--- src/rtl/nibble_serial_subtractor.sv ---
// Bit-serial-by-nibble unsigned/two's-complement subtractor: latches an operand pair,
// ripples the borrow through one 4-bit slice per clock, then holds the result until it is taken.
module nibble_serial_subtractor #(
  parameter int unsigned WIDTH = 16
) (
  input  logic             clk,
  input  logic             rst,
  input  logic             in_valid,
  output logic             in_ready,
  input  logic [WIDTH-1:0] a_in,
  input  logic [WIDTH-1:0] b_in,
  output logic             out_valid,
  input  logic             out_ready,
  output logic [WIDTH-1:0] diff,
  output logic             borrow_out,
  output logic             ovf,
  output logic             zero
);

  localparam int unsigned NIB = WIDTH / 4;
  localparam int unsigned KW  = (NIB > 1) ? $clog2(NIB) : 1;
  localparam int unsigned IW  = KW + 2;

  localparam logic [1:0] IDLE = 2'd0;
  localparam logic [1:0] CALC = 2'd1;
  localparam logic [1:0] DONE = 2'd2;

  logic [1:0]       state_q, state_d;
  logic [KW-1:0]    k_q, k_d;
  logic             bin_q, bin_d;
  logic [WIDTH-1:0] a_q, a_d;
  logic [WIDTH-1:0] b_q, b_d;
  logic [WIDTH-1:0] diff_q, diff_d;
  logic             borrow_out_q, borrow_out_d;
  logic             ovf_q, ovf_d;
  logic             zero_q, zero_d;
  logic             in_ready_q, in_ready_d;
  logic             out_valid_q, out_valid_d;

  logic [IW-1:0]    base;
  logic [4:0]       nib_sub;
  logic             last_nib;

  // Next-state, datapath and flag computation
  always_comb begin
    state_d      = state_q;
    k_d          = k_q;
    bin_d        = bin_q;
    a_d          = a_q;
    b_d          = b_q;
    diff_d       = diff_q;
    borrow_out_d = borrow_out_q;
    ovf_d        = ovf_q;
    zero_d       = zero_q;
    in_ready_d   = in_ready_q;
    out_valid_d  = out_valid_q;

    base     = {k_q, 2'b00};
    nib_sub  = 5'(a_q[base +: 4]) - 5'(b_q[base +: 4]) - 5'(bin_q);
    last_nib = (k_q == KW'(NIB - 1));

    case (state_q)
      IDLE: begin
        if (in_valid) begin
          a_d        = a_in;
          b_d        = b_in;
          k_d        = '0;
          bin_d      = 1'b0;
          in_ready_d = 1'b0;
          state_d    = CALC;
        end
      end
      CALC: begin
        diff_d[base +: 4] = nib_sub[3:0];
        bin_d             = nib_sub[4];
        k_d               = k_q + 1'b1;
        if (last_nib) begin
          // Flags are finalised together with the top nibble
          k_d          = '0;
          borrow_out_d = nib_sub[4];
          ovf_d        = (a_q[WIDTH-1] != b_q[WIDTH-1]) && (diff_d[WIDTH-1] != a_q[WIDTH-1]);
          zero_d       = (diff_d == '0);
          out_valid_d  = 1'b1;
          state_d      = DONE;
        end
      end
      DONE: begin
        if (out_ready) begin
          out_valid_d = 1'b0;
          in_ready_d  = 1'b1;
          state_d     = IDLE;
        end
      end
      default: begin
        out_valid_d = 1'b0;
        in_ready_d  = 1'b1;
        state_d     = IDLE;
      end
    endcase
  end

  always_ff @(posedge clk or posedge rst) begin
    if (rst) begin
      state_q      <= IDLE;
      k_q          <= '0;
      bin_q        <= 1'b0;
      a_q          <= '0;
      b_q          <= '0;
      diff_q       <= '0;
      borrow_out_q <= 1'b0;
      ovf_q        <= 1'b0;
      zero_q       <= 1'b0;
      in_ready_q   <= 1'b1;
      out_valid_q  <= 1'b0;
    end else begin
      state_q      <= state_d;
      k_q          <= k_d;
      bin_q        <= bin_d;
      a_q          <= a_d;
      b_q          <= b_d;
      diff_q       <= diff_d;
      borrow_out_q <= borrow_out_d;
      ovf_q        <= ovf_d;
      zero_q       <= zero_d;
      in_ready_q   <= in_ready_d;
      out_valid_q  <= out_valid_d;
    end
  end

  assign in_ready   = in_ready_q;
  assign out_valid  = out_valid_q;
  assign diff       = diff_q;
  assign borrow_out = borrow_out_q;
  assign ovf        = ovf_q;
  assign zero       = zero_q;

endmodule

--- config.mk ---
export PLATFORM = sky130hd
export DESIGN_NAME = nibble_serial_subtractor
export DESIGN_NICKNAME = d
export VERILOG_FILES = /design/src/rtl/nibble_serial_subtractor.sv
export SDC_FILE = /design/constraint.sdc
export NUM_CORES = 1
export LEC_CHECK = 0
export BUFFER_PORTS_ARGS = -buffer_cell sky130_fd_sc_hd__clkbuf_2
export CAP_MARGIN = 20
export CORE_UTILIZATION = 55
export DETAILED_ROUTE_END_ITERATION = 10
export PLACE_DENSITY = 0.85
export SKIP_CTS_REPAIR_TIMING = 1
export SYNTH_ARGS = -nofsm -noshare
export SYNTH_HDL_FRONTEND = slang
export SYNTH_SLANG_ARGS = --single-unit
--- constraint.sdc ---
create_clock -name clk -period 9.96 [get_ports clk]
set_input_delay 1.992 -clock clk [delete_from_list [all_inputs] [get_ports clk]]
set_output_delay 1.992 -clock clk [all_outputs]
set_load 0.01 [all_outputs]
== Word-level counts from Yosys, hierarchy flattened ==
Cells that the tools add are included.

* Shift-type cells: 4
* $lt $le $gt $ge: 0
* Multipliers: 0
* Reductions and logical operators: 10
* $add $sub $neg: 4
* Mux-type cells: 15
* Equal/unequal tests: 8
* Bitwise gates (word level): 2
* Div/mod/pow operators: 0

{| class="wikitable"
|+ Operators with widths
! kind !! number
|-
| indexed part select 16 x 5 -> 4 bit || 2
|-
| bitwise mux 16 bit || 1
|-
| logical NOT 16 bit || 1
|-
| variable shift 4 x 6 -> 16 bit (first input constant) || 1
|-
| indexed part select 4 x 6 -> 16 bit || 1
|-
| 2-to-1 mux 2 bit || 5
|-
| AND reduction 3 bit || 3
|-
| inequality test 2 bit (second input constant) || 3
|-
| negator 4 -> 6 bit || 1
|-
| one-hot mux 1 bit (3 select lines) || 2
|-
| one-hot mux 2 bit (3 select lines) || 1
|-
| AND reduction 2 bit || 3
|-
| subtractor 4 x 4 -> 5 bit || 1
|-
| subtractor 5 x 1 -> 5 bit || 1
|-
| == test 2 bit (second input constant) || 2
|-
| 2-to-1 mux 1 bit || 4
|-
| one-hot mux 2 bit (2 select lines) || 1
|-
| adder 2 x 1 -> 2 bit (second input constant) || 1
|-
| == test 2 x 1 -> 1 bit (second input constant) || 1
|-
| logical NOT 2 bit || 1
|-
| inequality test 1 bit || 2
|-
| NOT 1 bit || 2
|-
| one-hot mux 1 bit (2 select lines) || 1
|-
| nonzero test 2 bit || 1
|-
| logical AND 1 bit || 1
|}

* RAM bits: 0
* Flip-flop bits (word level): 58
* Bits in read-only memories: 0
* Bits of input ports: 36
* Logic and storage cells: 54
* Memories: 0
* Output and inout bits: 21
* Bits in latches: 0

== Depth between registers and ports, before layout ==
Gate-level depths: netlist of the first run.

* Depth after elaboration: 7
* Mapped depth: 11
* Gate-level depth less buffers: 9

== Worst setup path after synthesis of the first run ==
OpenSTA, ideal clock, no wires.

* Path kind: in2reg
* From: in in_valid
* To: reg a_q[0]
* Setup time: 125 ps
* Data required time: 9835 ps
* Arrival time: 3202 ps
* Path slack: 6634 ps
* Cell stages on the path: 4
* Path through: nor3b_1 > clkbuf_1 > clkbuf_1 > mux2_2

* Word-level cells in the longest chain between the ends: 1

{| class="wikitable"
|+ Ends and longest elaborated chain
! item !! RTL line !! source
|-
| start: declaration || 8 || <nowiki>input logic in_valid,</nowiki>
|-
| AND reduction 2 bit (no line) || - ||
|-
| end signal: assignment || 107 || <nowiki>a_q <= '0;</nowiki>
|-
| end signal: assignment || 119 || <nowiki>a_q <= a_d;</nowiki>
|-
| end: declaration || 31 || <nowiki>logic [WIDTH-1:0] a_q, a_d;</nowiki>
|}

No other way between the ends.
A chain may end at the register's enable or synchronous reset.

== Worst setup path after layout of the first run ==
* From: reg k_q[0]
* To: reg zero_q, in the netlist zero

* Word-level cells in the longest chain between the ends: 6

{| class="wikitable"
|+ Ends and longest elaborated chain
! item !! RTL line !! source
|-
| start: declaration || 29 || <nowiki>logic [KW-1:0] k_q, k_d;</nowiki>
|-
| start signal: assignment || 117 || <nowiki>k_q <= k_d;</nowiki>
|-
| indexed part select 16 x 5 -> 4 bit || 59 || <nowiki>nib_sub = 5'(a_q[base +: 4]) - 5'(b_q[base +: 4]) - 5'(bin_q);</nowiki>
|-
| subtractor 4 x 4 -> 5 bit || 59 ||
|-
| subtractor 5 x 1 -> 5 bit || 59 ||
|-
| indexed part select 4 x 6 -> 16 bit || 74 || <nowiki>diff_d[base +: 4] = nib_sub[3:0];</nowiki>
|-
| bitwise mux 16 bit || 74 ||
|-
| logical NOT 16 bit || 82 || <nowiki>zero_d = (diff_d == '0);</nowiki>
|-
| end signal: assignment || 124 || <nowiki>zero_q <= zero_d;</nowiki>
|-
| end: declaration || 36 || <nowiki>logic zero_q, zero_d;</nowiki>
|}

Several ways; a longest one is shown, not always the timed one.

==> flow_metrics.py, run 1 <==
metrics = {
    "outcome": {
        "status": "finished, final reports clean",
    },
    "power": {
        "p_per_area_nw_per_um2": 408.6,
        "peakVddDrop_uv": 201.1,
        "power.total_uw": 1388,
        "p_leak_uw": 0.001584,
    },
    "timing": {
        "tightestPinTransition_ns": 0.9117,
        "fin_crit_ns": 3.242,
        "hold_viol": 0,
        "finalCritPeriodShare": 0.3255,
        "finalMaxSlewViolations": 0,
        "maxSlewHeadroom": 0.3837,
        "fin_setup_tns_ns": 0,
        "max_freq_mhz": 308.4,
        "grt_setup_unrepaired": "no",
        "finalClockSkew_ns": 0.005328,
        "fin_ws_ns": 6.718,
        "setup_viol": 0,
    },
    "grt": {
        "grt-busiest-layer": "met2",
        "grt_pass1_vias": 2036,
        "grt_pass1_wl_mm": 9.618,
        "track_usage": 0.2390,
        "met3_usage": 0.05827,
        "met2_usage": 0.3784,
        "grt_overflow": 0,
        "antenna_found_initial": 0,
        "grt_max_degree": 59,
        "use_met1": 0.3012,
    },
    "worst_setup_path": {
        "start_kind": "flip-flop",
        "timing_worst_setup_path_type": "reg2reg",
        "worstSetupEndpointType": "flip-flop",
        "critPathArrivalTime_ns": 3.48,
        "crit_required_ns": 10.20,
        "cp_max_fo": 19,
    },
    "detailed_routing": {
        "routed_wirelength_mm": 5.769,
        "drcViolationCount": 0,
        "via_per_inst": 5.545,
        "postRouteAntennaNets": 0,
        "drt-pass1-iter-count": 4,
        "drt-initial-drc-count": 170,
        "vias": 2013,
        "wire_per_inst_um": 15.89,
    },
    "clocking": {
        "clock-root-buffer": "clkbuf_8",
        "cts.clk_slew.worst_paths_ns": 0.06,
        "clock_path_buffers": 2,
        "cts.sinks": 58,
        "cts_tree": "done",
        "worst_skew_pair.late_latency_ns": 0.34,
        "cts_inserted_buffers": 9,
        "h-tree-depth": 3,
    },
    "die": {
        "die_x_um": 74.46,
        "core_um2": 5075,
        "die_h_um": 74.46,
        "die_area_um2": 5544,
        "num_rows": 26,
        "ios": 57,
        "start_util": 0.5690,
    },
    "worst_hold_path": {
        "hold_class": "reg2reg",
    },
    "run": {
        "max_cap_violations": 0,
    },
    "finish": {
        "final_cells": 363,
        "drive_gt1_frac": 0.4130,
        "fin_util": 0.6694,
        "fin_nets": 336,
        "diodes": 0,
        "areaGrowthSynthToFinish_pct": 17.63,
    },
    "placement": {
        "globalplace.congestion": 0.8536,
        "dp_slack_ns": 6.718,
        "numPortBuffers": 56,
        "dp_hpwl_mm": 4.167,
        "post-place-cells": 347,
    },
    "synthesis": {
        "synth_common_cells": "dfrtp_1, mux2_2, nand2_1",
        "ys_seq_elements": 58,
        "synth.largest_area_cell": "dfrtp_1",
        "ys_warn_count": 0,
        "synthTopCellsByArea": "dfrtp_1, mux2_2, mux4_2, ha_1, nand2_1",
        "yosys.cell_count.top_type": "dfrtp_1",
        "synth.distinct_cells": 40,
        "syn_inst": 229,
        "syn-num-nets": 277,
        "avgSynthCellArea_um2": 12.61,
        "synthArstFlopShare": 1.000,
        "synth_area_um2": 2888,
        "synth_seq_area_share": 0.5030,
        "yosysTopAreaCellShare": 0.4939,
        "synth_edf_count": 0,
        "synth_ff_type": "dfrtp_1",
    },
}
## metal layers
layer  wire (um)  part of all wire  vias to the layer above
met2        2805              0.49                       75
li1            -                 -                      948
met1        2545              0.44                      976
met5           0                 0                        -
met3         282             0.049                       14
met4         137             0.024                        0
## critical path, cell delays in order, from the launching register on
cell,delay [ns]
dfrtp_1,0.90
mux4_2,0.61
fa_1,0.43
ha_1,0.19
nand2b_1,0.16
a21oi_4,0.17
xor2_2,0.20
o31ai_1,0.13
o41ai_2,0.35
## cell families after synthesis
family,count (synthesis),share of synthesized area
buffers and inverters,24,0.03423
XOR/XNOR,4,0.01473
flip-flops,58,0.5030
AND/OR/NAND/NOR,50,0.08709
AO/OA/AOI/OAI,35,0.09446
adder cells (fa/ha/maj),12,0.05719
multiplexers,46,0.2093
## layout by cell type, fill, tap and decap left out, types with 2 or more instances in the layout
cell,instances
nor4b_1,2
fa_1,2
clkbuf_8,10
clkbuf_1,3
mux4_2,8
o21ai_0,5
buf_4,3
a22o_1,7
clkinv_2,3
mux2i_1,3
clkbuf_2,56
mux2_2,35
o31ai_1,3
nor3_1,4
dfrtp_1,57
nand2_1,19
xnor2_1,2
a32o_1,5
ha_1,10
or3_1,2
nor2_1,9
a21oi_1,4
nand2b_1,7
o22ai_1,4
inv_1,12
## through the flow
| stage | cell area [um2] | hold slack [ns] |
|---|---|---|
| finish | 3397 | 0.4629 |
| global route | 3397 | 0.4884 |
| CTS | 3397 | 0.4634 |
| detailed placement | 3233 | 0.4580 |
| global placement | 3233 | 0.4496 |
| floorplan | 2888 | 0.4670 |
## report_power, final
part	total, uW	internal (uW)	leakage, uW	switching, uW
clock	185	95.9	0.0000872	89.5
combinational	769	370	0.000779	399
sequential	433	344	0.000718	89.0
## area by class of cell
cell class	count	area (um2)
clock buffers	13	148.9
clock inverters	3	15.01
fillers	397	1678
inverters	13	48.80
multi-input cells	147	1341
flip-flops and latches	58	1453
well taps	70	87.58
repair buffers	59	302.8
## state kept, by name, summed over array words and instances, names as in the netlist
register / cells
a_q: 16
b_q: 16
diff: 16
k_q: 2
state_q: 2
bin_q: 1
borrow_out: 1
in_ready: 1
out_valid: 1
ovf: 1
zero: 1
## worst paths after layout
check	startpoint	to	slack (ns)	cells after the start
worst max-delay path	k_q[0]$_DFFE_PP0P_	zero$_DFFE_PP0P_	6.72	8
worst min-delay path	in_ready$_DFFE_PP1P_	in_ready$_DFFE_PP1P_	0.46	2
worst max register to register	k_q[0]$_DFFE_PP0P_	zero$_DFFE_PP0P_	6.72	8
worst min register to register	in_ready$_DFFE_PP1P_	in_ready$_DFFE_PP1P_	0.46	2
max in group asynchronous	rst	a_q[7]$_DFFE_PP0P_	7.65	3
min in group asynchronous	rst	a_q[0]$_DFFE_PP0P_	1.83	3
No activity file was read; power rests on OpenSTA's default activity.
==> run 2, diff against run 1 <==
--- a/config.mk
+++ b/config.mk
@@ -7,9 +7,9 @@
 export LEC_CHECK = 0
 export BUFFER_PORTS_ARGS = -buffer_cell sky130_fd_sc_hd__clkbuf_2
 export CAP_MARGIN = 20
-export CORE_UTILIZATION = 55
+export CORE_UTILIZATION = 49
 export DETAILED_ROUTE_END_ITERATION = 10
-export PLACE_DENSITY = 0.85
+export PLACE_DENSITY = 0.8
 export SKIP_CTS_REPAIR_TIMING = 1
 export SYNTH_ARGS = -nofsm -noshare
 export SYNTH_HDL_FRONTEND = slang
==> constraint.sdc (replaced) <==
create_clock -name clk -period 2.9 [get_ports clk]
set_input_delay 0.58 -clock clk [delete_from_list [all_inputs] [get_ports clk]]
set_output_delay 0.58 -clock clk [all_outputs]
set_load 0.01 [all_outputs]
==> flow_metrics.py, run 2 (synthesis results as in run 1) <==
metrics = {
    "outcome": {
        "status": "finished, final reports clean",
    },
    "timing": {
        "finalCritPeriodShare": 0.9332,
        "fin_setup_tns_ns": 0,
        "hold_viol": 0,
        "max_freq_mhz": 369.5,
        "finalMaxSlewViolations": 0,
        "maxSlewHeadroom": 0.3961,
        "tightestPinTransition_ns": 0.9045,
        "fin_crit_ns": 2.706,
        "setup_viol": 0,
        "grt_setup_unrepaired": "no",
        "finalClockSkew_ns": 0.01168,
    },
    "finish": {
        "fin_nets": 343,
        "final_cell_mix": "dfrtp_1, clkbuf_2, mux2_2",
        "drive_gt1_frac": 0.4300,
        "diodes": 0,
        "areaGrowthSynthToFinish_pct": 20.19,
        "layout_commonest_cell": "dfrtp_1",
        "postLayoutCellArea_um2": 3471,
    },
    "placement": {
        "numPortBuffers": 56,
        "globalplace.congestion": 0.8974,
        "place_area_um2": 3288,
        "dp_hpwl_mm": 4.225,
    },
    "power": {
        "peakVddDrop_uv": 722.4,
        "p_per_area_nw_per_um2": 1415,
        "p_leak_uw": 0.001628,
    },
    "worst_setup_path": {
        "critPathMaxStageDelay_ns": 0.51,
        "crit_buf_inv": 2,
        "critPathArrivalTime_ns": 2.98,
        "crit_required_ns": 3.17,
        "crit_family": "multiplexers",
        "cp_max_fo": 7,
        "cpMaxStageDelayCell": "mux4_2",
        "timing_worst_setup_path_type": "reg2reg",
        "worstSetupEndpointType": "flip-flop",
        "path_common_cell": "ha_1",
        "crit_chain": "buf_4, mux4_2, ha_1, inv_1, ha_1, xor2_2, o31ai_1, mux2_2",
        "start_kind": "flip-flop",
    },
    "clocking": {
        "worst_skew_pair.late_latency_ns": 0.34,
        "cts.sinks": 58,
        "clock_path_buffers": 2,
        "h-tree-depth": 3,
        "clock-root-buffer": "clkbuf_8",
        "cts.clk_slew.worst_paths_ns": 0.06,
        "cts_inserted_buffers": 9,
        "cts_tree": "done",
    },
    "die": {
        "start_util": 0.5149,
        "core_um2": 5608,
        "ios": 57,
        "num_rows": 27,
        "die_h_um": 78.77,
        "die_x_um": 78.77,
        "die_area_um2": 6205,
    },
    "grt": {
        "grt_max_degree": 46,
        "track_usage": 0.2077,
        "grt_overflow": 0,
        "grt_pass1_vias": 2058,
        "grt_pass1_wl_mm": 9.673,
        "antenna_found_initial": 0,
    },
    "run": {
        "max_cap_violations": 0,
    },
    "worst_hold_path": {
        "hold_class": "in2async",
    },
    "detailed_routing": {
        "top_layer_used": "met4",
        "wl_met3_um": 331,
        "wl_met2_mm": 2.720,
        "wl_met1_mm": 2.534,
        "postRouteAntennaNets": 0,
        "drt-pass1-iter-count": 4,
        "drt-initial-drc-count": 117,
        "vias": 2039,
        "via_per_inst": 5.481,
        "wire_per_inst_um": 15.36,
        "drcViolationCount": 0,
        "routed_wirelength_mm": 5.713,
    },
}
-- run 2: through the flow --
step	worst slack [ns]	util	instances	power (uW)	hold WS, ns
after floorplan	0.02971	-	229	3502	0.4670
after global placement	0.2734	0.5863	356	4167	0.4493
after detailed placement	0.2273	0.5863	356	4247	0.4668
after CTS	0.2039	0.6189	372	4940	0.4556
after global routing	0.03950	0.6189	372	5309	0.4683
final	0.1936	0.6189	372	4913	0.4272
-- run 2: power breakdown --
group,total [uW],internal [uW],switching (uW)
combinational,2800,1370,1430
clock,682,378,304
sequential,1430,1180,245
total,4910,2930,1980
-- run 2: final timing paths --
kind / start / end / slack, ns / cells after the start
worst max-delay path: k_q[0]$_DFFE_PP0P_ / diff[15]$_DFFE_PP0P_ / 0.19 / 8
worst min-delay path: rst / b_q[11]$_DFFE_PP0P_ / 0.43 / 2
worst max register to register: k_q[0]$_DFFE_PP0P_ / diff[15]$_DFFE_PP0P_ / 0.19 / 8
worst min register to register: in_ready$_DFFE_PP1P_ / in_ready$_DFFE_PP1P_ / 0.47 / 2
max in group asynchronous: rst / b_q[10]$_DFFE_PP0P_ / 1.81 / 3
min in group clk: in_ready$_DFFE_PP1P_ / in_ready$_DFFE_PP1P_ / 0.47 / 2
-- run 2: final cells by class --
cell class                      count  area, um2
Clock inverter                      2      10.01
Multi-Input combinational cell    147       1341
Fill cell                         467       2137
Inverter                           13      48.80
Tap cell                           72      90.09
Timing Repair Buffer               66      355.3
Clock buffer                       14      172.7
Sequential cell                    58       1453
-- run 2: layer usage --
layer / global-route usage / vias to the layer above
li1: - / 962
met1: 0.2655 / 1003
met2: 0.3217 / 59
met3: 0.05172 / 15
met4: 0.1185 / 0
met5: 0 / -
